### src/rtl/aap_fetch_pkg.sv
// Shared fetch-stage definitions for the AAP pipeline (also used by execute).
package aap_fetch_pkg;

    localparam int DEF_PC_WIDTH    = 20;
    localparam int DEF_INSTR_WIDTH = 32;
    localparam int DEF_OFF_WIDTH   = 9;

    // pcjumpenable encodings; every other value is ignored
    localparam logic [2:0] PCJ_NONE = 3'd0;
    localparam logic [2:0] PCJ_REL  = 3'd1;
    localparam logic [2:0] PCJ_ABS  = 3'd2;

    typedef enum logic [1:0] {
        RST_WAIT = 2'd0,
        FETCH    = 2'd1,
        DRAIN    = 2'd2
    } fetch_state_t;

    function automatic logic is_redirect(input logic [2:0] pcj);
        return (pcj == PCJ_REL) || (pcj == PCJ_ABS);
    endfunction

endpackage

### src/rtl/fetch_output_buffer.sv
// Output register plus one-entry skid buffer between fetch and decode.
// Keeps order, never drops or duplicates, and holds the output stable while stalled.
module fetch_output_buffer #(
    parameter int                DATA_W     = 52,
    parameter logic [DATA_W-1:0] RESET_DATA = '0
) (
    input  logic              clock,
    input  logic              reset,
    input  logic              flush,
    input  logic              in_valid,
    input  logic [DATA_W-1:0] in_data,
    input  logic              out_ready,
    output logic              out_valid,
    output logic [DATA_W-1:0] out_data,
    output logic              skid_full
);

    logic              skid_valid;
    logic [DATA_W-1:0] skid_data;
    logic              load_out;

    // output register may take new data when empty or being consumed
    assign load_out  = !out_valid || out_ready;
    assign skid_full = skid_valid;

    // output/skid update: skid drains into output first so order is kept
    always_ff @(posedge clock) begin
        if (reset) begin
            out_valid  <= 1'b0;
            out_data   <= RESET_DATA;
            skid_valid <= 1'b0;
            skid_data  <= RESET_DATA;
        end else if (flush) begin
            out_valid  <= 1'b0;
            skid_valid <= 1'b0;
        end else if (load_out) begin
            if (skid_valid) begin
                out_data   <= skid_data;
                out_valid  <= 1'b1;
                skid_valid <= in_valid;
                if (in_valid) skid_data <= in_data;
            end else begin
                out_valid <= in_valid;
                if (in_valid) out_data <= in_data;
            end
        end else if (in_valid) begin
            skid_valid <= 1'b1;
            skid_data  <= in_data;
        end
    end

endmodule

### src/rtl/instruction_fetch.sv
// AAP fetch stage: program counter, one-outstanding instruction memory reads,
// redirect handling and valid/ready delivery to decode.
// Optional: define FETCH_PERF_EN for perf_fetch_cnt / perf_flush_cnt / perf_stall_cnt.
module instruction_fetch #(
    parameter int                  PC_WIDTH    = aap_fetch_pkg::DEF_PC_WIDTH,
    parameter int                  INSTR_WIDTH = aap_fetch_pkg::DEF_INSTR_WIDTH,
    parameter int                  OFF_WIDTH   = aap_fetch_pkg::DEF_OFF_WIDTH,
    parameter logic [PC_WIDTH-1:0] RESET_PC    = '0
) (
    input  logic                   clock,
    input  logic                   reset,
    output logic                   imem_req,
    output logic [PC_WIDTH-1:0]    imem_addr,
    input  logic                   imem_ack,
    input  logic [INSTR_WIDTH-1:0] imem_rdata,
    output logic [INSTR_WIDTH-1:0] instr_out,
    output logic                   instr_valid,
    input  logic                   instr_ready,
    output logic [PC_WIDTH-1:0]    previous_programcounter,
    input  logic [2:0]             pcjumpenable,
    input  logic [OFF_WIDTH-1:0]   pcchange,
    input  logic [PC_WIDTH-1:0]    branch_pc,
    input  logic [PC_WIDTH-1:0]    pclocation
`ifdef FETCH_PERF_EN
    ,
    output logic [31:0]            perf_fetch_cnt,
    output logic [31:0]            perf_flush_cnt,
    output logic [31:0]            perf_stall_cnt
`endif
);
    import aap_fetch_pkg::*;

    typedef struct packed {
        logic [PC_WIDTH-1:0]    pc;
        logic [INSTR_WIDTH-1:0] instr;
    } fetch_entry_t;

    localparam int EXT_W = PC_WIDTH - OFF_WIDTH;

    fetch_state_t        state;
    logic [PC_WIDTH-1:0] pc;
    logic [PC_WIDTH-1:0] target_q;
    logic                pending;
    logic                redirect;
    logic [PC_WIDTH-1:0] rel_off;
    logic [PC_WIDTH-1:0] redirect_target;
    logic                ack_taken;
    logic                buf_in_valid;
    logic                skid_full;
    fetch_entry_t        buf_in;
    fetch_entry_t        buf_out;

    assign redirect        = is_redirect(pcjumpenable);
    assign rel_off         = {{EXT_W{pcchange[OFF_WIDTH-1]}}, pcchange};
    assign redirect_target = (pcjumpenable == PCJ_REL) ? branch_pc + rel_off : pclocation;

    // address is always the PC: during DRAIN the PC still holds the old fetch address
    assign imem_addr = pc;
    assign ack_taken = imem_req && imem_ack;

    // request: held while outstanding, otherwise only when the skid has room
    always_comb begin
        imem_req = 1'b0;
        case (state)
            FETCH:   imem_req = pending || !skid_full;
            DRAIN:   imem_req = 1'b1;
            default: imem_req = 1'b0;
        endcase
    end

    // fetched words enter the buffer only on the correct path
    assign buf_in_valid = (state == FETCH) && ack_taken && !redirect;
    assign buf_in       = '{pc: pc, instr: imem_rdata};

    // PC and fetch FSM; a redirect with a read still in flight parks in DRAIN
    always_ff @(posedge clock) begin
        if (reset) begin
            state    <= RST_WAIT;
            pc       <= RESET_PC;
            target_q <= RESET_PC;
            pending  <= 1'b0;
        end else begin
            case (state)
                RST_WAIT: begin
                    state <= FETCH;
                    if (redirect) pc <= redirect_target;
                end
                FETCH: begin
                    if (redirect) begin
                        pending <= 1'b0;
                        if (imem_req && !imem_ack) begin
                            state    <= DRAIN;
                            target_q <= redirect_target;
                        end else begin
                            pc <= redirect_target;
                        end
                    end else if (ack_taken) begin
                        pc      <= pc + PC_WIDTH'(1);
                        pending <= 1'b0;
                    end else begin
                        pending <= imem_req;
                    end
                end
                DRAIN: begin
                    if (imem_ack) begin
                        state <= FETCH;
                        pc    <= redirect ? redirect_target : target_q;
                    end else if (redirect) begin
                        target_q <= redirect_target;
                    end
                end
                default: state <= RST_WAIT;
            endcase
        end
    end

    fetch_output_buffer #(
        .DATA_W     ($bits(fetch_entry_t)),
        .RESET_DATA ({RESET_PC, {INSTR_WIDTH{1'b0}}})
    ) u_obuf (
        .clock     (clock),
        .reset     (reset),
        .flush     (redirect),
        .in_valid  (buf_in_valid),
        .in_data   (buf_in),
        .out_ready (instr_ready),
        .out_valid (instr_valid),
        .out_data  (buf_out),
        .skid_full (skid_full)
    );

    assign instr_out               = buf_out.instr;
    assign previous_programcounter = buf_out.pc;

`ifdef FETCH_PERF_EN
    logic consume;
    assign consume = instr_valid && instr_ready;

    // saturating event counters
    always_ff @(posedge clock) begin
        if (reset) begin
            perf_fetch_cnt <= '0;
            perf_flush_cnt <= '0;
            perf_stall_cnt <= '0;
        end else begin
            if (consume && perf_fetch_cnt != '1) perf_fetch_cnt <= perf_fetch_cnt + 32'd1;
            if (redirect && perf_flush_cnt != '1) perf_flush_cnt <= perf_flush_cnt + 32'd1;
            if (instr_valid && !instr_ready && perf_stall_cnt != '1)
                perf_stall_cnt <= perf_stall_cnt + 32'd1;
        end
    end
`endif

endmodule

### config.mk
export PLATFORM = sky130hd
export DESIGN_NAME = instruction_fetch
export DESIGN_NICKNAME = d
export VERILOG_FILES = /design/src/rtl/aap_fetch_pkg.sv /design/src/rtl/fetch_output_buffer.sv /design/src/rtl/instruction_fetch.sv
export SDC_FILE = /design/constraint.sdc
export NUM_CORES = 1
export LEC_CHECK = 0
export CORE_UTILIZATION = 47
export CTS_CLUSTER_DIAMETER = 60
export DETAILED_ROUTE_END_ITERATION = 12
export GPL_ROUTABILITY_DRIVEN = 0
export GPL_TIMING_DRIVEN = 0
export MAX_ROUTING_LAYER = met4
export PLACE_DENSITY = 0.74
export SETUP_SLACK_MARGIN = 0.15
export SYNTH_ARGS = -nofsm -noshare
export SYNTH_HDL_FRONTEND = slang
export SYNTH_SLANG_ARGS = --single-unit
### constraint.sdc
create_clock -name clock -period 5.8 [get_ports clock]
set_clock_uncertainty 0.2 [all_clocks]
set_input_delay 1.16 -clock clock [delete_from_list [all_inputs] [get_ports clock]]
set_output_delay 1.16 -clock clock [all_outputs]
set_load 0.02 [all_outputs]
Word-level counts from Yosys, hierarchy flattened
Index checks and enable logic that the tools add are counted. W data, S select, Z words.

Bitwise operators: 1. Reductions and logical operators: 22. Muxes and demuxes: 28. $add $sub $neg: 2. Equal/unequal tests: 12.

Operators by type and width (number): $mux W52 (5); $mux W20 (10); $pmux W20 S3 (1); $pmux W20 S2 (1); $add A20 B1 Y20 const B (1); $add A20 B20 Y20 (1); $ne A2 B2 Y1 const B (4); $mux W1 (6); $mux W2 (3); $ne A3 B3 Y1 const B (2); $pmux W2 S3 (1); $reduce_and A3 Y1 (2); $reduce_bool A2 Y1 (3); $reduce_and A5 Y1 (1); $logic_and A1 B1 Y1 (4); $logic_not A1 Y1 (4); $ne A2 B1 Y1 const B (2); $reduce_and A4 Y1 (1); $eq A3 B1 Y1 const B (1); $eq A3 B2 Y1 const B (1); $logic_or A1 B1 Y1 (3); $reduce_bool A3 Y1 (1); $eq A2 B1 Y1 const B (1); $eq A2 B2 Y1 const B (1); other kinds (5) (5).

Register bits after elaboration: 149. Logic and storage cells: 73. Bits of input ports: 88. Output and inout port bits: 74.

Logic depth before layout (Yosys ltp)
Gate-level depths: netlist (run 1).

Word-level depth: 9. Gate-level depth with buffers: 10. Gate-level depth less buffers: 9.

By module
A second synthesis (run 1) with hierarchy kept.

Cell total of the unflattened synthesis: 1006. Area, all modules: 8973.6 um^2.

Modules (own cells, without submodules): fetch_output_buffer (cells an instance 476, times used 1, area each 5134.9 um^2); instruction_fetch (cells an instance 530, times used 1, area each 3838.7 um^2).

Worst setup path before layout (run 1)
No wires, ideal clock.

Kind: input -> register. Start point: in pcchange[0]. End point: reg pc[12], in the netlist imem_addr[12]. Arrival time: 3170 ps. Data required time: 5522 ps. Setup slack: 2352 ps. Stages: 9. Setup time: 78 ps. Path buffers: 0. Path through: ha_1 -> fa_1 -> a21oi_1 -> nor2_1 -> o41a_1 -> or4b_1 -> nand3_1 -> nor3_1 -> nor3_1.

Longest elaborated chain between the ends: 5.

RTL lines: from (decl) (RTL line instruction_fetch.sv:21) `input logic [OFF_WIDTH-1:0] pcchange,`; $add A20 B20 Y20 (*) (RTL line instruction_fetch.sv:55) `assign redirect_target = (pcjumpenable == PCJ_REL) ? branch_pc + rel_off : pclocation;`; $mux W20 (*) (RTL line instruction_fetch.sv:55); $mux W20 (on tied branches) (RTL line instruction_fetch.sv:86, instruction_fetch.sv:91); $mux W20 (on tied branches) (RTL line instruction_fetch.sv:105, instruction_fetch.sv:89); $pmux W20 S3 (*) (RTL line instruction_fetch.sv:83) `case (state)`; to (signal assigned) (RTL line instruction_fetch.sv:86) `if (redirect) pc <= redirect_target;`; to (signal assigned) (RTL line instruction_fetch.sv:95) `pc <= redirect_target;`; to (signal assigned) (RTL line instruction_fetch.sv:107) `pc <= redirect ? redirect_target : target_q;`; to (decl) (RTL line instruction_fetch.sv:41) `logic [PC_WIDTH-1:0] pc;`.

Every way passes the cells marked *; elsewhere a longest branch is shown, timed or not. The select of a mux whose other input is x is not followed. A chain may end at the register's enable or synchronous reset.

Worst setup path in the final report (run 1)
Start point: in pcchange[8]. End point: reg pc[16], in the netlist imem_addr[16].

The elaborated chain is that of the path after synthesis.

==> run summary, run 1 <==
In the post-synthesis netlist, the biggest area contributors are sky130_fd_sc_hd__dfxtp_1 (36%), sky130_fd_sc_hd__nand2_1 (7.3%), sky130_fd_sc_hd__mux2i_1 (7.2%). The cell count after synthesis came out at 1022. The core outline area is 0.0172 mm^2. The post-synthesis instance area is 0.00825 mm^2. The total number of clock tree sinks is 149.

Dividing the final minimum period by the clock period gives 0.720. The first global-routing pass estimated 39500 um of wire. The worst register-to-register path ends at u_obuf.skid_data[33]. The number of antenna violations at the first check in global routing was 0. The number of search-and-repair iterations in the first detailed-routing pass is 8. The total number of nets in the final design came out at 1315. The worst register-to-register path begins at state[1].

For the worst-skew pair, the clock arrives at the later sink with an insertion delay of 0.44 ns. The synthesized-area fraction occupied by adder cells is 0.0388. The most critical setup path has its startpoint at pcchange[8]. The number of synthesis warnings is 0. Measured along the x axis, the die boundary spans 135 um. The run finished with clean final reports. The area fraction in compound gates after synthesis came out at 0.250.

The post-synthesis async set-or-reset flop share came out at 0. The routed design has 25200 um of wire. The peak supply drop is 0.226 mV. The clock period minus final worst setup slack came out at 4.18 ns. The number of global-route vias before repair came out at 7461. The wire length per cell after detailed routing is 17.5 um. The initial cell density of the core is 0.479.

Broken down by cell family, the worst path's largest delay share belongs to compound AO/OA/AOI/OAI gates. The register-to-register setup slack is 2.85 ns. STA puts the critical path data required time at 5.87 ns. In this run, the number of DRC markers left after iteration 0 of detailed routing was 974. STA classifies the critical path endpoint as a flip-flop. Measured against its own limit, the worst slew margin works out to 0.455. The fmax is 239 MHz. The area share of the leading cell type in the synthesized netlist is 0.361. In this run the cell area measured after placement is 0.0101 mm^2.

By instance count, the cell type seen most on the critical path is sky130_fd_sc_hd__o21ai_0. Of the total synthesized cell area, the portion taken by XOR and XNOR cells is 0.0276. Input and output buffers added on the ports amount to 161. The clock tree synthesis step divided the H-tree into 4 levels. The global route total overflow is 0. The count of cells resized by post-cts repair is 0. The overall fraction of global-route tracks in use came out at 0.289. The synthesized netlist contains 79 unique library cells. In this run the deepest clock path goes through 2 buffers. The count of final max-slew check failures is 0. The half-perimeter wire length after placement is 18700 um.

The detail route stage leaves a number of antenna-violating nets equal to 0. The analysis attributes to cell leakage a power of 3.58 nW. The post-CTS setup repair buffer count came out at 0. Along the worst path, the maximum fanout reaches 12.

Synthesis inferred 149 register bits. The aggregate negative setup slack is 0 ns. The share of final-layout standard cells stronger than drive strength 1 is 0.0668. The area added between synthesis and finish is 29.8%. The delay of the slowest critical-path stage is 0.80 ns.

The class of the worst hold path is reg2reg. The vias after detailed routing is 8290. The number of instances on the worst hold path is 2. The number of design rule violations left after detail routing is 0. The mux contribution to synthesized area came out at 0.0729.

The logic depth of the worst path, buffers included came out at 10. The vertical extent of the die is 135 um. The slowest stage of the critical path belongs to the cell sky130_fd_sc_hd__clkdlybuf4s50_1. The tree is rooted in a sky130_fd_sc_hd__clkbuf_16. The element type at the critical path start is an input port. TritonCTS built the clock tree. The clock transition time at the flip-flop clock pins of the worst setup and hold paths came out at 0.06 ns. For this run, the leading register cell type out of synthesis is sky130_fd_sc_hd__dfxtp_1. The hold buffer count at CTS came out at 0. The signal on the critical path passes through clkdlybuf4s50_1 > ha_1 > buf_2 > o21ai_0 > o21ai_0 > a21o_1 > a21oi_1 > o21ai_0 > a221oi_1 > a311oi_1.

Buffers inserted during clock tree synthesis total 17. The cell count of the worst reg-to-reg path came out at 8. The total non-filler cell area in the finished layout came out at 0.0107 mm^2. The hold-critical path endpoint is u_obuf.skid_data[40]. The mean number of vias per cell is 5.76. The sum of buffers and inverters on the critical path is 2. The critical path start-end classification is in2reg.

Setup repair after global routing left no endpoint under its margin. The count of max-cap constraint violations is 0. The synthesized area per cell is 8.07 um^2. For the pin with the worst max-slew slack, the measured transition is 0.817 ns. After synthesis, the largest family of logic cells by area is compound AO/OA/AOI/OAI gates. The endpoint arrival time on the critical path is 4.25 ns. Pin placement for this block handled 162 I/O pins. The total power density per cell area is 259 mW/mm^2. The hold path startpoint is u_obuf.skid_data[40].

The count of final hold-check violations came to 0. The count of inserted antenna diode cells came out at 0. The number of setup violations in the final report came out at 0. The die area is 0.0181 mm^2. The register area share after synthesis came out at 0.361.

The number of nets handed over by synthesis was 1135. The number of placement rows is 48. The share of synthesized cell area in and, or, nand and nor gates came out at 0.200. The number of enable-type register cells in the synthesized netlist is 0. Entering global routing, the biggest net connects 17 pins. The top cell type by total area after synthesis is sky130_fd_sc_hd__dfxtp_1.
worst max-delay path by stage:
| stage | endpoint | slack, ns |
|---|---|---|
| after floorplan | imem_addr[12] | 2.35 |
| after global placement | target_q[13] | 1.29 |
| after CTS | target_q[13] | 1.70 |
| final | imem_addr[16] | 1.62 |
| after detailed placement | target_q[13] | 1.27 |
| after global routing | imem_addr[16] | 1.48 |
where the power goes:
part,switching [mW],total (mW),internal (mW)
clock,0.430,1.08,0.650
sequential,0.0436,1.10,1.05
combinational,0.344,0.596,0.252
total,0.818,2.77,1.96
placed cells by master (no fill, tap or decap), types with 4 or more instances in the layout:
master	count
sky130_fd_sc_hd__and4_1	5
sky130_fd_sc_hd__nor2b_1	9
sky130_fd_sc_hd__clkdlybuf4s50_1	161
sky130_fd_sc_hd__buf_1	5
sky130_fd_sc_hd__and3_1	7
sky130_fd_sc_hd__a21o_1	6
sky130_fd_sc_hd__a21oi_1	93
sky130_fd_sc_hd__clkbuf_1	47
sky130_fd_sc_hd__nand3_1	19
sky130_fd_sc_hd__o21ai_0	51
sky130_fd_sc_hd__nand2_1	160
sky130_fd_sc_hd__a211oi_1	66
sky130_fd_sc_hd__o211ai_1	6
sky130_fd_sc_hd__and2_1	5
sky130_fd_sc_hd__o31ai_1	5
sky130_fd_sc_hd__a311oi_1	9
sky130_fd_sc_hd__clkbuf_16	17
sky130_fd_sc_hd__inv_1	11
sky130_fd_sc_hd__nor2_1	104
sky130_fd_sc_hd__a22o_1	4
sky130_fd_sc_hd__buf_2	27
sky130_fd_sc_hd__xor2_1	9
sky130_fd_sc_hd__nor3_1	20
sky130_fd_sc_hd__xnor2_1	17
sky130_fd_sc_hd__dfxtp_1	149
sky130_fd_sc_hd__mux2i_1	59
sky130_fd_sc_hd__nand2b_1	7
sky130_fd_sc_hd__a32oi_1	4
sky130_fd_sc_hd__nand4_1	9
sky130_fd_sc_hd__a211o_1	5
sky130_fd_sc_hd__o21ai_1	5
sky130_fd_sc_hd__ha_1	24
registers in the layout, summed over array words and instances (netlist names):
name and cells:
u_obuf.skid_full 1, state 2, u_obuf.out_data 52, imem_addr 20, pending 1, target_q 20, u_obuf.out_valid 1, u_obuf.skid_data 52
per-layer routing:
metal / GRT usage / part of all wire
met2: 0.438 / 0.45
met1: 0.390 / 0.45
met3: 0.0469 / 0.080
met5: - / 0
met4: 0.0986 / 0.021
cell families (layout without fill, tap and decap cells):
kind of cell | after synthesis | in the layout
AND/OR/NAND/NOR | 365 | 365
AO/OA/AOI/OAI | 305 | 305
flip-flops | 149 | 149
buffers and inverters | 92 | 283
multiplexers | 60 | 60
XOR/XNOR | 26 | 26
adder cells (fa/ha/maj) | 25 | 25
through the flow:
stage,power (mW),cells,setup WS (ns),utilization,hold WS (ns)
3_5_place_dp,1.70,1408,1.27,0.589,0.246
5_1_grt,2.87,1438,1.48,0.621,0.266
6_report,2.77,1438,1.62,0.621,0.253
2_1_floorplan,1.46,1022,2.35,-,0.232
4_1_cts,2.77,1438,1.70,0.621,0.254
3_3_place_gp,1.70,1408,1.29,0.589,0.241
worst register-to-register path, stage by stage (launching register included):
cell and delay (ns):
sky130_fd_sc_hd__dfxtp_1 0.39, sky130_fd_sc_hd__inv_1 0.09, sky130_fd_sc_hd__ha_1 0.39, sky130_fd_sc_hd__nor3b_4 0.34
sky130_fd_sc_hd__nand4_1 0.24, sky130_fd_sc_hd__nor2_1 0.64, sky130_fd_sc_hd__buf_2 0.36, sky130_fd_sc_hd__nand2_1 0.08
sky130_fd_sc_hd__a21oi_1 0.14
cells in the mapped netlist, drive strengths merged (4+ instances only):
library cell / n
nor3b: 4
o211ai: 6
xnor2: 17
nor3: 20
a2111oi: 5
a211oi: 68
inv: 11
and2: 5
o41ai: 4
a221oi: 4
a32oi: 4
o31ai: 5
nand4: 10
xor2: 9
ha: 24
o21ai: 56
nor2: 105
and4: 5
clkbuf: 44
a311oi: 9
a22o: 4
dfxtp: 149
nand2: 161
a211o: 5
a21o: 6
nand3: 19
buf: 37
and3: 7
nor2b: 9
mux2i: 59
a21oi: 97
nand2b: 7
layout make-up:
cell class                 count  area, um^2
sequential                   149        2980
inverter                      11        41.3
multi-input combinational    781        4860
timing repair buffer         161        1610
clock buffer                  22         464
clock inverter                 8         103
tap                          225         282
fill                        1545        6530
buffer                        81         364
Note: power is estimated with default switching activity, not from simulation.
==> run 2, diff against run 1 <==
PLACE_DENSITY = 0.77   (was 0.74)
clock period = 3.73 ns   (was 5.8 ns; I/O delays follow)
==> run summary, run 2 (synthesis results as in run 1) <==
The flow ran to the end, and the final reports show no timing, DRC or antenna violations. The die area is 0.0181 mm^2 (unchanged). The combinational group share of total power came out at 0.209 (-0.006). The vias after detailed routing is 8487 (+2.4%). The clock buffer count from CTS came to 17 (unchanged). The number of setup violations in the final report came to 0 (unchanged). The data required time of the critical path is 3.83 ns (-2.04 ns). The element type at the critical path start is an input port. The clock transition time at the flip-flop clock pins of the worst setup and hold paths is 0.06 ns (about the same). The fmax is 290 MHz. The number of placement rows came out at 48 (unchanged). The half-perimeter wire length after placement is 18500 um (-1.2%). The worst setup path is captured at a flip-flop. The clock share of power is 0.408 (+0.018). The delay of the slowest critical-path stage is 0.45 ns (-0.35 ns). The switching power share of the total is 0.291 (-0.00425).

The total number of nets in the final design is 1315 (unchanged). The number of global-route vias before repair came out at 7755 (+3.9%). The count of final hold-check violations was 0 (unchanged). The static power due to leakage is 3.62 nW (+1.1%). The share of final-layout standard cells stronger than drive strength 1 was 0.0733 (+0.00647). In this run the worst hold path is classified as reg2reg. CTS placed an instance of sky130_fd_sc_hd__clkbuf_16 at the clock tree root. The post-layout total power is 4.46 mW (+61%).

The mean number of vias per cell is 5.89 (+2.2%). The latest clock arrival within the worst-skew pair came out at 0.43 ns (about the same). The critical path goes through clkdlybuf4s50_1 > ha_1 > fa_1 > a211oi_2 > o21ai_0 > a211oi_1 > o21bai_1 > o22ai_1 > mux2i_1 > o41ai_1. The transition time at the pin with the least slew margin is 0.751 ns (-0.0662 ns). The cell area after placement came out at 0.0101 mm^2 (unchanged). The clock period minus final worst setup slack came out at 3.44 ns. The slowest stage of the critical path belongs to the cell sky130_fd_sc_hd__fa_1.

The part of the power in registers came out at 0.384 (-0.012). The core outline area is 0.0172 mm^2 (unchanged). The area added between synthesis and finish came out at 30.8%. The endpoint arrival time on the critical path is 3.55 ns (-0.70 ns). The peak supply drop is 0.351 mV (+56%).

The count of final max-slew check failures is 0 (unchanged). The count of inserted antenna diode cells is 0 (unchanged). The maximum number of pins on one net before global-route repair is 17 (unchanged).

The aggregate negative setup slack is 0 ns (unchanged). The initial cell density of the core came out at 0.479 (unchanged). The first-pass GRT wire length is 39400 um (-0.10%). The wire length reported by the detailed router is 25100 um (-0.32%).

The worst setup margin came out at 0.286 ns (-1.34 ns). The power dissipated by switching net loads came to 1.30 mW (+59%). The count of boundary I/O pins came out at 162 (unchanged).

In the layout the commonest cells are sky130_fd_sc_hd__nand2_1 (160), sky130_fd_sc_hd__clkdlybuf4s50_1 (160), sky130_fd_sc_hd__dfxtp_1 (149). The largest registers in the layout are u_obuf.out_data x52, u_obuf.skid_data x52. The top fanout value on the critical path came to 5 (-7). The number of design rule violations left after detail routing was 0 (unchanged).

The die outline width was 135 um (unchanged). TritonCTS built the clock tree. The global route total overflow came out at 0 (unchanged).

The share of the clock period used by the worst path after layout is 0.923. The setup path with the least slack is of type in2reg. The wire length per cell after detailed routing is 17.4 um (-0.46%). The count of nets left with antenna violations after detail routing came out at 0 (unchanged). The number of design-rule violations left by the first detailed-router iteration is 654 (-33%). The vertical extent of the die is 135 um (unchanged).

The total power density per cell area came out at 414 mW/mm^2 (+60%). Setup repair after global routing left no endpoint under its margin. The normalized max-slew margin is 0.499 (+0.0441). The number of buffers inserted by port buffering came to 161 (unchanged).

The total non-filler cell area in the finished layout came to 0.0108 mm^2 (+0.77%). The minimum setup slack after placement is -0.408 ns (-1.68 ns). The maximum buffer depth of the clock tree came out at 2 (unchanged). The maximum level of the CTS H-tree is 4 (unchanged). The count of max-cap constraint violations is 0 (unchanged). The register-to-register setup slack is 0.70 ns (-2.15 ns). The number of antenna violations at the first check in global routing came to 0 (unchanged). The total number of clock tree sinks is 149 (unchanged). The number of search-and-repair iterations in the first detailed-routing pass came out at 5 (-3). The cell internal power dissipation came out at 3.17 mW (+62%). The overall fraction of global-route tracks in use is 0.287 (-0.00188).
==> run 2: worst paths after layout <==
path | from | to | depth (start not counted)
worst min register to register | u_obuf.skid_data[19] | u_obuf.skid_data[19] | 2
worst min-delay path | u_obuf.skid_data[19] | u_obuf.skid_data[19] | 2
worst max-delay path | pcchange[0] | imem_addr[18] | 10
worst max register to register | state[0] | u_obuf.skid_data[37] | 10
==> run 2: power groups by stage <==
stage          sequential, mW  clock (mW)  combinational, mW
6_report                 1.71        1.82              0.932
3_3_place_gp             1.74           0              0.891
2_1_floorplan            1.77           0              0.498
4_1_cts                  1.71        1.83              0.910
5_1_grt                  1.72        1.91               1.00
3_5_place_dp             1.74           0              0.899
==> run 2: critical path, delay by kind of cell <==
kind	cells	cell delay, ns
adder cells (fa/ha/maj)	2	0.70
AO/OA/AOI/OAI	6	1.55
multiplexers	1	0.15
buffers and inverters	1	0.41
==> run 2: layer usage <==
metal | part of all wire | vias to the layer above | track usage
met5 | 0 | - | -
met4 | 0.032 | 0 | 0.109
met3 | 0.079 | 75 | 0.0537
met2 | 0.46 | 421 | 0.455
met1 | 0.43 | 3944 | 0.362
li1 | - | 4047 | -
==> run 2: stage by stage <==
| step | utilization | cells | hold WS (ns) |
|---|---|---|---|
| after floorplan | - | 1022 | 0.232 |
| after global placement | 0.589 | 1408 | 0.241 |
| after detailed placement | 0.589 | 1408 | 0.246 |
| after CTS | 0.625 | 1440 | 0.254 |
| after global routing | 0.626 | 1440 | 0.268 |
| final | 0.626 | 1440 | 0.252 |
==> run 2: layout make-up <==
class	instances	area (um^2)
Clock inverter	13	180
Fill cell	1471	6440
Buffer	81	364
Clock buffer	19	443
Multi-Input combinational cell	781	4890
Inverter	11	41.3
Sequential cell	149	2980
Timing Repair Buffer	161	1610
Tap cell	225	282
==> run 2: repair_timing <==
item / in CTS / in global routing
setup endpoints to repair: 5 / 13
pin swaps: 0 / 1
gates resized for setup: 1 / 6
endpoints found under the hold margin: 0 / 0
buffers inserted: 0 / 0
hold buffers: 0 / 0
